### src/rtl/midi_note_parser.sv
// midi_note_parser
//  Parses the UART_RX byte stream into MIDI Note-On / Note-Off events.
//  All other channel messages, system common and SysEx traffic are skipped;
//  realtime bytes (0xF8..0xFF) are invisible to the parser.
//  Optional feature macro: MIDI_RUNNING_STATUS_EN (running status for 0x8n/0x9n).
// Ports
//  i_Clock       system clock, rising edge
//  i_Rst         asynchronous reset, active-high
//  i_RX_DV       1-cycle strobe, i_RX_Byte valid
//  i_RX_Invalid  1-cycle strobe, framing error on last byte
//  i_RX_Byte     received byte
//  o_Note_Valid  1-cycle strobe, note outputs updated this cycle
//  o_Note_On     1 = note on, 0 = note off (0x9n with velocity 0 reports off)
//  o_Note_Num    MIDI note number
//  o_Velocity    raw velocity byte
//  o_Channel     channel of the emitted message
//  o_Err         1-cycle strobe, framing error or inter-byte timeout
module midi_note_parser #(
   parameter int unsigned C_CLK_FRQ    = 100_000_000,
   parameter int unsigned C_TIMEOUT_US = 1000,
   parameter int unsigned C_CHANNEL    = 0,
   parameter int unsigned C_OMNI       = 0
) (
   input  logic       i_Clock,
   input  logic       i_Rst,
   input  logic       i_RX_DV,
   input  logic       i_RX_Invalid,
   input  logic [7:0] i_RX_Byte,
   output logic       o_Note_Valid,
   output logic       o_Note_On,
   output logic [6:0] o_Note_Num,
   output logic [6:0] o_Velocity,
   output logic [3:0] o_Channel,
   output logic       o_Err
);

   localparam int unsigned C_TMO_CLKS = (C_CLK_FRQ / 1_000_000) * C_TIMEOUT_US;
   localparam bit          C_TMO_EN   = (C_TMO_CLKS != 0);
   localparam int unsigned C_TMO_W    = (C_TMO_CLKS > 1) ? $clog2(C_TMO_CLKS) : 1;
   localparam int unsigned C_TMO_LAST = C_TMO_EN ? (C_TMO_CLKS - 1) : 0;

   typedef enum logic [2:0] {
      S_IDLE  = 3'd0,
      S_DATA1 = 3'd1,
      S_DATA2 = 3'd2,
      S_SKIP  = 3'd3,
      S_SYSEX = 3'd4
   } state_t;

   state_t             state_q, state_n;
   logic [1:0]         skip_q, skip_n;
   logic [C_TMO_W-1:0] tmo_q;
   logic               status_on_q;
   logic [3:0]         status_ch_q;
   logic [6:0]         note_q;
   logic               rs_valid_q;

   logic       byte_dv_c, is_status_c, timed_st_c, tmo_c, chan_ok_c, rs_ok_c;
   logic       load_status_c, load_note_c, emit_c, err_c, rs_clr_c;
   logic [3:0] nib_c;

   // Realtime bytes and bytes hit by a framing error are not parser input
   assign byte_dv_c   = i_RX_DV && !i_RX_Invalid && (i_RX_Byte[7:3] != 5'b11111);
   assign is_status_c = i_RX_Byte[7];
   assign nib_c       = i_RX_Byte[7:4];
   assign timed_st_c  = (state_q == S_DATA1) || (state_q == S_DATA2) || (state_q == S_SKIP);
   assign tmo_c       = C_TMO_EN && timed_st_c && !i_RX_Invalid && !byte_dv_c &&
                        (tmo_q == C_TMO_W'(C_TMO_LAST));
   assign chan_ok_c   = (C_OMNI != 0) || (status_ch_q == 4'(C_CHANNEL));
`ifdef MIDI_RUNNING_STATUS_EN
   assign rs_ok_c     = rs_valid_q;
`else
   assign rs_ok_c     = 1'b0;
`endif

   // State register
   always_ff @(posedge i_Clock or posedge i_Rst) begin
      if (i_Rst) begin
         state_q <= S_IDLE;
         skip_q  <= 2'd0;
      end else begin
         state_q <= state_n;
         skip_q  <= skip_n;
      end
   end

   // Next-state decode; a status byte restarts decoding from any state
   always_comb begin
      state_n = state_q;
      skip_n  = skip_q;
      if (i_RX_Invalid || tmo_c) begin
         state_n = S_IDLE;
      end else if (byte_dv_c && is_status_c) begin
         case (nib_c)
            4'h8, 4'h9: state_n = S_DATA1;
            4'hC, 4'hD: begin state_n = S_SKIP; skip_n = 2'd1; end
            4'hA, 4'hB, 4'hE: begin state_n = S_SKIP; skip_n = 2'd2; end
            default:    state_n = (i_RX_Byte == 8'hF0) ? S_SYSEX : S_IDLE;
         endcase
      end else if (byte_dv_c) begin
         case (state_q)
            S_IDLE:  state_n = rs_ok_c ? S_DATA2 : S_IDLE;
            S_DATA1: state_n = S_DATA2;
`ifdef MIDI_RUNNING_STATUS_EN
            S_DATA2: state_n = S_DATA1;
`else
            S_DATA2: state_n = S_IDLE;
`endif
            S_SKIP: begin
               skip_n  = skip_q - 2'd1;
               state_n = (skip_q <= 2'd1) ? S_IDLE : S_SKIP;
            end
            default: state_n = state_q;
         endcase
      end
   end

   // Datapath strobes derived from current state and input byte
   always_comb begin
      load_status_c = 1'b0;
      load_note_c   = 1'b0;
      emit_c        = 1'b0;
      err_c         = i_RX_Invalid || tmo_c;
      rs_clr_c      = i_RX_Invalid || tmo_c;
      if (byte_dv_c && is_status_c) begin
         load_status_c = (nib_c == 4'h8) || (nib_c == 4'h9);
         rs_clr_c      = !load_status_c;
      end else if (byte_dv_c) begin
         load_note_c = (state_q == S_DATA1) || ((state_q == S_IDLE) && rs_ok_c);
         emit_c      = (state_q == S_DATA2) && chan_ok_c;
      end
   end

   // Inter-byte timeout counter; idle outside the message-body states
   always_ff @(posedge i_Clock or posedge i_Rst) begin
      if (i_Rst)
         tmo_q <= '0;
      else if (byte_dv_c || !timed_st_c || i_RX_Invalid || tmo_c || !C_TMO_EN)
         tmo_q <= '0;
      else
         tmo_q <= tmo_q + C_TMO_W'(1);
   end

   // Message latches and registered outputs
   always_ff @(posedge i_Clock or posedge i_Rst) begin
      if (i_Rst) begin
         status_on_q  <= 1'b0;
         status_ch_q  <= 4'd0;
         note_q       <= 7'd0;
         rs_valid_q   <= 1'b0;
         o_Note_Valid <= 1'b0;
         o_Note_On    <= 1'b0;
         o_Note_Num   <= 7'd0;
         o_Velocity   <= 7'd0;
         o_Channel    <= 4'd0;
         o_Err        <= 1'b0;
      end else begin
         o_Note_Valid <= emit_c;
         o_Err        <= err_c;
         if (load_status_c) begin
            status_on_q <= i_RX_Byte[4];
            status_ch_q <= i_RX_Byte[3:0];
            rs_valid_q  <= 1'b1;
         end else if (rs_clr_c) begin
            rs_valid_q  <= 1'b0;
         end
         if (load_note_c)
            note_q <= i_RX_Byte[6:0];
         if (emit_c) begin
            o_Note_On  <= status_on_q && (i_RX_Byte[6:0] != 7'd0);
            o_Note_Num <= note_q;
            o_Velocity <= i_RX_Byte[6:0];
            o_Channel  <= status_ch_q;
         end
      end
   end

endmodule

### config.mk
export PLATFORM = sky130hd
export DESIGN_NAME = midi_note_parser
export DESIGN_NICKNAME = d
export VERILOG_FILES = /design/src/rtl/midi_note_parser.sv
export SDC_FILE = /design/constraint.sdc
export NUM_CORES = 1
export LEC_CHECK = 0
export ABC_AREA = 1
export CORE_ASPECT_RATIO = 1.75
export CORE_UTILIZATION = 25
export CTS_CLUSTER_SIZE = 12
export DETAILED_ROUTE_END_ITERATION = 8
export PLACE_DENSITY_LB_ADDON = 0.08
export SLEW_MARGIN = 20
export SYNTH_ARGS = -nofsm -noshare
export SYNTH_HDL_FRONTEND = slang
export SYNTH_SLANG_ARGS = --single-unit
export TNS_END_PERCENT = 20
### constraint.sdc
create_clock -name i_Clock -period 2.25 [get_ports i_Clock]
set_input_delay 0.225 -clock i_Clock [delete_from_list [all_inputs] [get_ports i_Clock]]
set_output_delay 0.225 -clock i_Clock [all_outputs]
set_load 0.1 [all_outputs]
==> qor.log, run 1 <==
qor: status.outcome complete, no violations
qor: power_and_ir_drop.pwr-share-comb 21.0%
qor: die.floorplan_core_area 10,300 um2
qor: power_and_ir_drop.netSwitchingFraction 33.7%
qor: placed_design.detailedPlacementHpwl 5.11 mm
qor: clock_tree.cts_buffers 5
qor: clock_tree.cts_setup_buffers 0
qor: timing.timing.clock.skew 9.82 ps
qor: clock_tree.clock_sink_count 55
qor: detailed_routing.initial_drt_markers 48
qor: placed_design.place_area 3060 um2
qor: detailed_routing.routed_via_density 4.40
qor: power_and_ir_drop.power.share.sequential 46.7%
qor: synthesis.compound_gate_portion_of_the_synthesized_area 7.32%
qor: synthesis.synth_xor_area_share 2.97%
qor: die.core.rowCount 49
qor: setup_path.critical_path_arrival 1920 ps
qor: final_layout.final_design_area_no_fill 3200 um2
qor: synthesis.syn-cell-area 2650 um2
qor: detailed_routing.detailroute.via_count 2,102
qor: detailed_routing.firstDrtPassIters 4
qor: detailed_routing.drc_errors 0
qor: synthesis.synth.top_cells.by_area sky130_fd_sc_hd__dfrtp_1 (52%), sky130_fd_sc_hd__nand2_1 (12%), sky130_fd_sc_hd__nor2_1 (5.4%), sky130_fd_sc_hd__inv_1 (5.0%), sky130_fd_sc_hd__o21ai_0 (2.6%)
qor: final_layout.seqCellArea 1380 um2
qor: clock_tree.clk_transition_reported_paths 80 ps
qor: die.die-area 11,000 um2
qor: detailed_routing.detail_route.wl_per_cell 14.3 um
qor: timing.finalSetupViolCount 0
qor: timing.hold_slack 192 ps
qor: setup_path.worstSetupStartpointType input port
qor: die.die_w 79.8 um
qor: setup_path.worstRegToRegCells 12
qor: setup_path.critical_path.max_fanout 20
qor: timing.final.setup.tns 0 ps
qor: timing.timing_hold_violations_final 0
qor: timing.rsz0062_at_grt false
qor: synthesis.synth-seq-cells 55
qor: setup_path.worst-setup-path-type input port to flop
qor: setup_path.setup.worst_path.end_class flop
qor: die.io-pin-count 33
qor: synthesis.synth_cells 314
qor: die.fp.dieH 138 um
qor: synthesis.synth.distinct_cells 33
qor: setup_path.delay_of_the_slowest_cell_on_the_worst_path 560 ps
qor: detailed_routing.route.final.wire_length 6.82 mm
qor: synthesis.synth-adder-area-share 0.944%
qor: run.cap_violations 0
qor: clock_tree.clk_latency 300 ps
qor: setup_path.critical_path.startpoint i_RX_Invalid
qor: power_and_ir_drop.totalPowerFinal 2460 uW
qor: clock_tree.clockBufferDepth 2
qor: die.floorplan.initialDensity 25.7%
qor: power_and_ir_drop.power_leakage 0.00155 uW
qor: power_and_ir_drop.power.net_switching 828 uW
qor: global_routing.initial_antenna_violation_count 0
qor: power_and_ir_drop.p_clk_share 32.4%
qor: setup_path.cpMaxStageDelayCell sky130_fd_sc_hd__clkdlybuf4s50_1
qor: global_routing.grt_start_max_net_pins 43
qor: power_and_ir_drop.cellPowerDensity 767 nW/um2
qor: final_layout.insertedDiodeCount 0
qor: power_and_ir_drop.intPower 1630 uW
qor: synthesis.synthesis.yosys.warnings 0
qor: setup_path.crit_chain clkdlybuf4s50_1 > inv_1 > nand2_1 > clkinv_2 > nand2_2 > inv_2 > nand2_2 > inv_4 > nand2_1 > nand2_1
qor: global_routing.grt_first_pass_wirelength 11.2 mm
qor: clock_tree.cts.root.buffer_cell sky130_fd_sc_hd__clkbuf_16
qor: synthesis.synth_seq_area_share 51.9%
qor: timing.clock.fmax 579 MHz
qor: clock_tree.post_cts_resize_count 0
qor: synthesis.avgSynthCellArea 8.44 um2
qor: synthesis.synth_top_family_by_area simple AND/OR/NAND/NOR gates
qor: final_layout.area.growth.synth_to_final 20.9%
qor: placed_design.port_buffers 32
qor: global_routing.gr-usage-all-layers 13.4%
qor: final_layout.multi_input_area 1080 um2
qor: synthesis.yosys.area.top_type_share 51.9%
qor: final_layout.instances_no_fill 478
qor: power_and_ir_drop.vdd_drop_max 0.000348 V
qor: synthesis.mux_contribution_to_synthesized_area 0%
qor: timing.finalMaxSlewViolations 0
qor: final_layout.fraction_of_layout_cells_with_a_size_suffix_above_1 15.1%
qor: global_routing.grt_overflow 0
qor: clock_tree.clock_tree_from_tritoncts done
qor: synthesis.synth_simple_gate_area_share 29.6%
qor: detailed_routing.drtAntennaViolNets 0
qor: setup_path.worst-endpoint-required 2440 ps
qor: clock_tree.cts-hold-fix-buffers 0
qor: timing.post-route-min-period 1730 ps
qor: final_layout.finish.net_count 364
qor: timing.tightest_slew 470 ps
qor: worst_hold_path.min-delay-path-class input port to asynchronous set/reset pin
qor: global_routing.grt_pass1_vias 2,177
qor: timing.timing.slew.headroom 68.6%
qor: synthesis.synth.largest_area_cell sky130_fd_sc_hd__dfrtp_1
qor: clock_tree.htree_num_levels 2
qor: setup_path.path_common_cell sky130_fd_sc_hd__nand2_1
qor: timing.layout_worst_path_cycle_share 76.8%
qor: placed_design.routabilityCongestion 0.769
qor: final_layout.nFillCells 1,116
qor: synthesis.synthesized_netlist_net_count 328
qor: placed_design.placed_cells_incl_taps 470
qor: setup_path.timing.rr.start tmo_q[0]
layout make-up:
cell class,instances,area share (%)
clock buffers,5,3.90
clock inverters,3,0.742
inverters,39,4.69
multi-input cells,216,33.8
flip-flops and latches,55,43.0
well taps,127,4.96
repair buffers,33,8.98
critical path: cells and delay by family:
kind	cells	cell delay (ps)
and+or+nand+nor	5	710
buffers and inverters	5	970
final timing paths:
| check | slack (ps) | to |
|---|---|---|
| setup reg to reg | 570 | state_q[1] |
| min in group i_Clock | 460 | tmo_q[0] |
| setup / recovery | 520 | o_Note_Num[5] |
| hold reg to reg | 460 | tmo_q[0] |
| hold / removal | 190 | note_q[2] |
| max in group asynchronous | 1520 | tmo_q[5] |
routing by layer:
metal  global-route usage [%]  up-vias  part of all wire, %
li1                         -     1070                    -
met1                     13.8     1005                   39
met2                     26.1       22                   58
met3                     2.38        5                  1.6
met4                     4.23        0                  1.2
met5                        0        -                    0
logic make-up (layout without fill, tap and decap cells):
group                    Yosys count  after routing
AO/OA/AOI/OAI                     34             34
flip-flops                        55             55
adder cells (fa/ha/maj)            2              2
AND/OR/NAND/NOR                  171            171
buffers and inverters             43             80
XOR/XNOR                           9              9
cells in the final DEF, fill, tap and decap left out, types with 2 or more instances in the layout:
master / synthesis / routed
sky130_fd_sc_hd__o21a_1: 2 / 2
sky130_fd_sc_hd__buf_4: 1 / 21
sky130_fd_sc_hd__xor2_1: 8 / 8
sky130_fd_sc_hd__a21oi_1: 3 / 3
sky130_fd_sc_hd__inv_1: 35 / 34
sky130_fd_sc_hd__nand3_1: 11 / 11
sky130_fd_sc_hd__dfrtp_1: 55 / 55
sky130_fd_sc_hd__nor3b_1: 2 / 2
sky130_fd_sc_hd__nand3_2: 2 / 2
sky130_fd_sc_hd__inv_2: 2 / 3
sky130_fd_sc_hd__nand2_4: 2 / 2
sky130_fd_sc_hd__o21ai_1: 11 / 11
sky130_fd_sc_hd__nor4_1: 2 / 2
sky130_fd_sc_hd__ha_1: 2 / 2
sky130_fd_sc_hd__clkdlybuf4s50_1: 0 / 11
sky130_fd_sc_hd__clkbuf_16: 0 / 5
sky130_fd_sc_hd__nor3_1: 9 / 9
sky130_fd_sc_hd__nand2_1: 85 / 85
sky130_fd_sc_hd__clkinvlp_4: 0 / 2
sky130_fd_sc_hd__nand4_1: 8 / 8
sky130_fd_sc_hd__o21ai_0: 14 / 14
sky130_fd_sc_hd__nand2_2: 4 / 4
sky130_fd_sc_hd__nor2_1: 38 / 38
sky130_fd_sc_hd__nor2_2: 4 / 4
state kept, by name (all words and copies together) (netlist names):
register and flops:
skip_q 2, o_Velocity 7, o_Note_On 1, o_Err 1
tmo_q 17, status_on_q 1, status_ch_q 4, o_Note_Num 7
state_q 3, o_Channel 4, o_Note_Valid 1, note_q 7
stage by stage:
stage / util, % / setup slack, ps
3_3_place_gp: 29.7 / 197
4_1_cts: 31.1 / 508
2_1_floorplan: - / 682
3_5_place_dp: 29.7 / 190
6_report: 31.1 / 522
5_1_grt: 31.1 / 330
power groups by stage:
stage,Clock [uW],Sequential (uW),Combinational (uW)
6_report,796,1150,516
3_3_place_gp,0,1170,517
2_1_floorplan,0,1370,171
4_1_cts,838,1150,522
3_5_place_dp,0,1170,521
5_1_grt,876,1160,561
synth_stat cells:
cell and instances:
sky130_fd_sc_hd__nor3b_1 2, sky130_fd_sc_hd__nor4_1 2, sky130_fd_sc_hd__a21oi_4 1, sky130_fd_sc_hd__dfrtp_1 55
sky130_fd_sc_hd__nand2_2 4, sky130_fd_sc_hd__inv_1 35, sky130_fd_sc_hd__nor2_1 38, sky130_fd_sc_hd__nand4_1 8
sky130_fd_sc_hd__o211ai_1 1, sky130_fd_sc_hd__ha_1 2, sky130_fd_sc_hd__inv_2 2, sky130_fd_sc_hd__a31oi_1 1
sky130_fd_sc_hd__a31o_2 1, sky130_fd_sc_hd__nor2_4 1, sky130_fd_sc_hd__o21a_1 2, sky130_fd_sc_hd__buf_6 3
sky130_fd_sc_hd__nor3_4 1, sky130_fd_sc_hd__xor2_1 8, sky130_fd_sc_hd__nor4_2 1, sky130_fd_sc_hd__inv_4 1
sky130_fd_sc_hd__clkinv_2 1, sky130_fd_sc_hd__o21ai_0 14, sky130_fd_sc_hd__nand3_2 2, sky130_fd_sc_hd__nand4_2 1
sky130_fd_sc_hd__xnor2_1 1, sky130_fd_sc_hd__nand2_1 85, sky130_fd_sc_hd__a21oi_1 3, sky130_fd_sc_hd__nand2_4 2
sky130_fd_sc_hd__o21ai_1 11, sky130_fd_sc_hd__nand3_1 11, sky130_fd_sc_hd__nor3_1 9, sky130_fd_sc_hd__nor2_2 4
sky130_fd_sc_hd__buf_4 1
Note: power is estimated with default switching activity, not from simulation.
==> run 2: changes to the inputs <==
Clock period 2.25 ns to 1.7 ns, I/O delays scaled along.
==> run 2 against run 1 <==
- non-clock buffer count up 19
- final cell count up 4.0%
- die area unchanged
- routed wire length down 0.82%
- register-to-register slack worse by 410 ps
- sequential power up 32%
- critical path depth up 2
- combinational power up 40%
- worst setup slack worse by 360 ps
- sequential cell count unchanged
- hold slack better by 66 ps
==> qor.log, run 2 (synthesis gave the netlist of run 1 again) <==
qor: setup_path.critical_r2r_capture state_q[1]
qor: setup_path.path_common_cell sky130_fd_sc_hd__nand2_1
qor: final_layout.area.growth.synth_to_final 30.6%
qor: setup_path.delay_of_the_slowest_cell_on_the_worst_path 400 ps
qor: clock_tree.cts.root.buffer_cell sky130_fd_sc_hd__clkbuf_16
qor: setup_path.crit_chain ha_1 > nand2_1 > inv_1 > nand2_2 > nor2_1 > nand2_2 > inv_1 > nand2_1 > nand2_2 > nor2_2 > nand2_1 > nand2_1
qor: timing.layout_worst_path_cycle_share 90.6%
qor: final_layout.fraction_of_layout_cells_with_a_size_suffix_above_1 20.3%
qor: timing.final.setup.tns 0 ps
qor: detailed_routing.drtAntennaViolNets 0
qor: placed_design.place_area 3300 um2
qor: worst_hold_path.min-delay-path-class input port to asynchronous set/reset pin
qor: final_layout.insertedDiodeCount 0
qor: die.die_w 79.8 um
qor: final_layout.seqCellArea 1380 um2
qor: setup_path.cpMaxStageDelayCell sky130_fd_sc_hd__dfrtp_1
qor: setup_path.critical_path.max_fanout 5
qor: timing.clock.fmax 649 MHz
qor: clock_tree.clock_sink_count 55
qor: final_layout.mostFrequentLayoutCells sky130_fd_sc_hd__nand2_1 (83), sky130_fd_sc_hd__dfrtp_1 (55), sky130_fd_sc_hd__nor2_1 (38)
qor: clock_tree.clock_tree_from_tritoncts done
qor: global_routing.grt_overflow 0
qor: global_routing.grt_pass1_vias 2,261
qor: timing.rsz0062_at_grt false
qor: status.outcome complete, no violations
qor: die.fp.dieH 138 um
qor: detailed_routing.route.final.wire_length 6.76 mm
qor: detailed_routing.routed_via_density 4.31
qor: clock_tree.post_cts_resize_count 0
qor: global_routing.gr-usage-all-layers 13.6%
qor: timing.timing.slew.headroom 74.0%
qor: final_layout.largest_reg_flops 17
qor: placed_design.detailedPlacementHpwl 5.14 mm
qor: setup_path.worstSetupStartpointType flop
qor: die.io-pin-count 33
qor: power_and_ir_drop.cellPowerDensity 964 nW/um2
qor: placed_design.port_buffers 32
qor: detailed_routing.detailroute.via_count 2,140
qor: timing.post-route-min-period 1540 ps
qor: timing.finalSetupViolCount 0
qor: setup_path.critical_path_arrival 1780 ps
qor: setup_path.largest_delay_contributor_family_on_the_critical_path simple AND/OR/NAND/NOR gates
qor: timing.hold_slack 257 ps
qor: timing.timing_hold_violations_final 0
qor: timing.timing.clock.skew 5.55 ps
qor: detailed_routing.detail_route.wl_per_cell 13.6 um
qor: detailed_routing.firstDrtPassIters 3
qor: die.floorplan.initialDensity 25.7%
qor: setup_path.timing.critical_path.buf_inv 2
qor: final_layout.top_register tmo_q
qor: final_layout.nFillCells 1,120
qor: clock_tree.clockBufferDepth 2
qor: final_layout.finish.net_count 383
qor: clock_tree.cts_buffers 5
qor: setup_path.timing.rr.start tmo_q[0]
qor: power_and_ir_drop.power_leakage 0.00168 uW
qor: global_routing.initial_antenna_violation_count 0
qor: clock_tree.clk_transition_reported_paths 80 ps
qor: die.die-area 11,000 um2
qor: global_routing.grt_first_pass_wirelength 11.3 mm
qor: final_layout.final_design_area_no_fill 3460 um2
qor: detailed_routing.drc_errors 0
qor: setup_path.reg2reg_setup_slack 160 ps
qor: setup_path.worstRegToRegCells 12
qor: clock_tree.htree_num_levels 2
qor: setup_path.worst-endpoint-required 1940 ps
qor: clock_tree.cts-hold-fix-buffers 0
qor: timing.finalMaxSlewViolations 0
qor: setup_path.worst-setup-path-type flop to flop
qor: clock_tree.clk_latency 300 ps
qor: die.core.rowCount 49
qor: final_layout.multi_input_area 1090 um2
qor: die.floorplan_core_area 10,300 um2
qor: final_layout.final_common_cell sky130_fd_sc_hd__nand2_1
qor: clock_tree.cts_setup_buffers 0
qor: run.cap_violations 0
qor: placed_design.routabilityCongestion 0.780
qor: final_layout.utilization 33.6%
qor: setup_path.setup.worst_path.end_class flop
qor: timing.tightest_slew 389 ps
qor: power_and_ir_drop.vdd_drop_max 0.000472 V
qor: detailed_routing.initial_drt_markers 68
qor: global_routing.grt_start_max_net_pins 56
run 2: final cells by class:
type | count | share of cell area (%)
Clock buffer | 5 | 3.62
Clock inverter | 3 | 0.795
Inverter | 39 | 4.34
Multi-Input combinational cell | 216 | 31.6
Sequential cell | 55 | 39.8
Tap cell | 127 | 4.59
Timing Repair Buffer | 52 | 15.3
run 2: worst max-delay path by stage:
stage / from / endpoint / slack (ps) / depth (start not counted)
2_1_floorplan: i_Rst / note_q[0] / 190 / 1
3_3_place_gp: i_RX_Invalid / status_ch_q[2] / -20 / 8
3_5_place_dp: i_RX_Invalid / status_on_q / -20 / 8
4_1_cts: tmo_q[0] / state_q[1] / 4 / 12
5_1_grt: tmo_q[0] / state_q[0] / 6 / 10
6_report: tmo_q[0] / state_q[1] / 160 / 12
run 2: report_power, final:
part	leakage, uW	total (uW)	internal [uW]	switching, uW
Combinational	0.000875	720	214	506
Clock	0.0000723	1100	564	535
Sequential	0.000728	1520	1430	88.4
run 2: worst min-delay path: stages:
cell and delay, ps:
sky130_fd_sc_hd__clkdlybuf4s50_1 420, sky130_fd_sc_hd__inv_2 80, sky130_fd_sc_hd__buf_12 280
run 2: through the flow:
stage | total power, uW | worst slack (ps) | std cells
floorplan | 2040 | 187 | 314
CTS | 3400 | 4.38 | 497
finish | 3340 | 160 | 497
detailed placement | 2280 | -17.7 | 489
global route | 3510 | 5.80 | 497
global placement | 2280 | -20.6 | 489
run 2: routing by layer:
metal / up-vias / part of all wire [%] / wire length, um / global-route usage, %
li1: 1110 / - / - / -
met1: 998 / 37 / 2520 / 13.9
met2: 22 / 58 / 3920 / 26.0
met3: 10 / 1.9 / 126 / 2.38
met4: 0 / 2.8 / 186 / 6.02
met5: - / 0 / 0 / 0
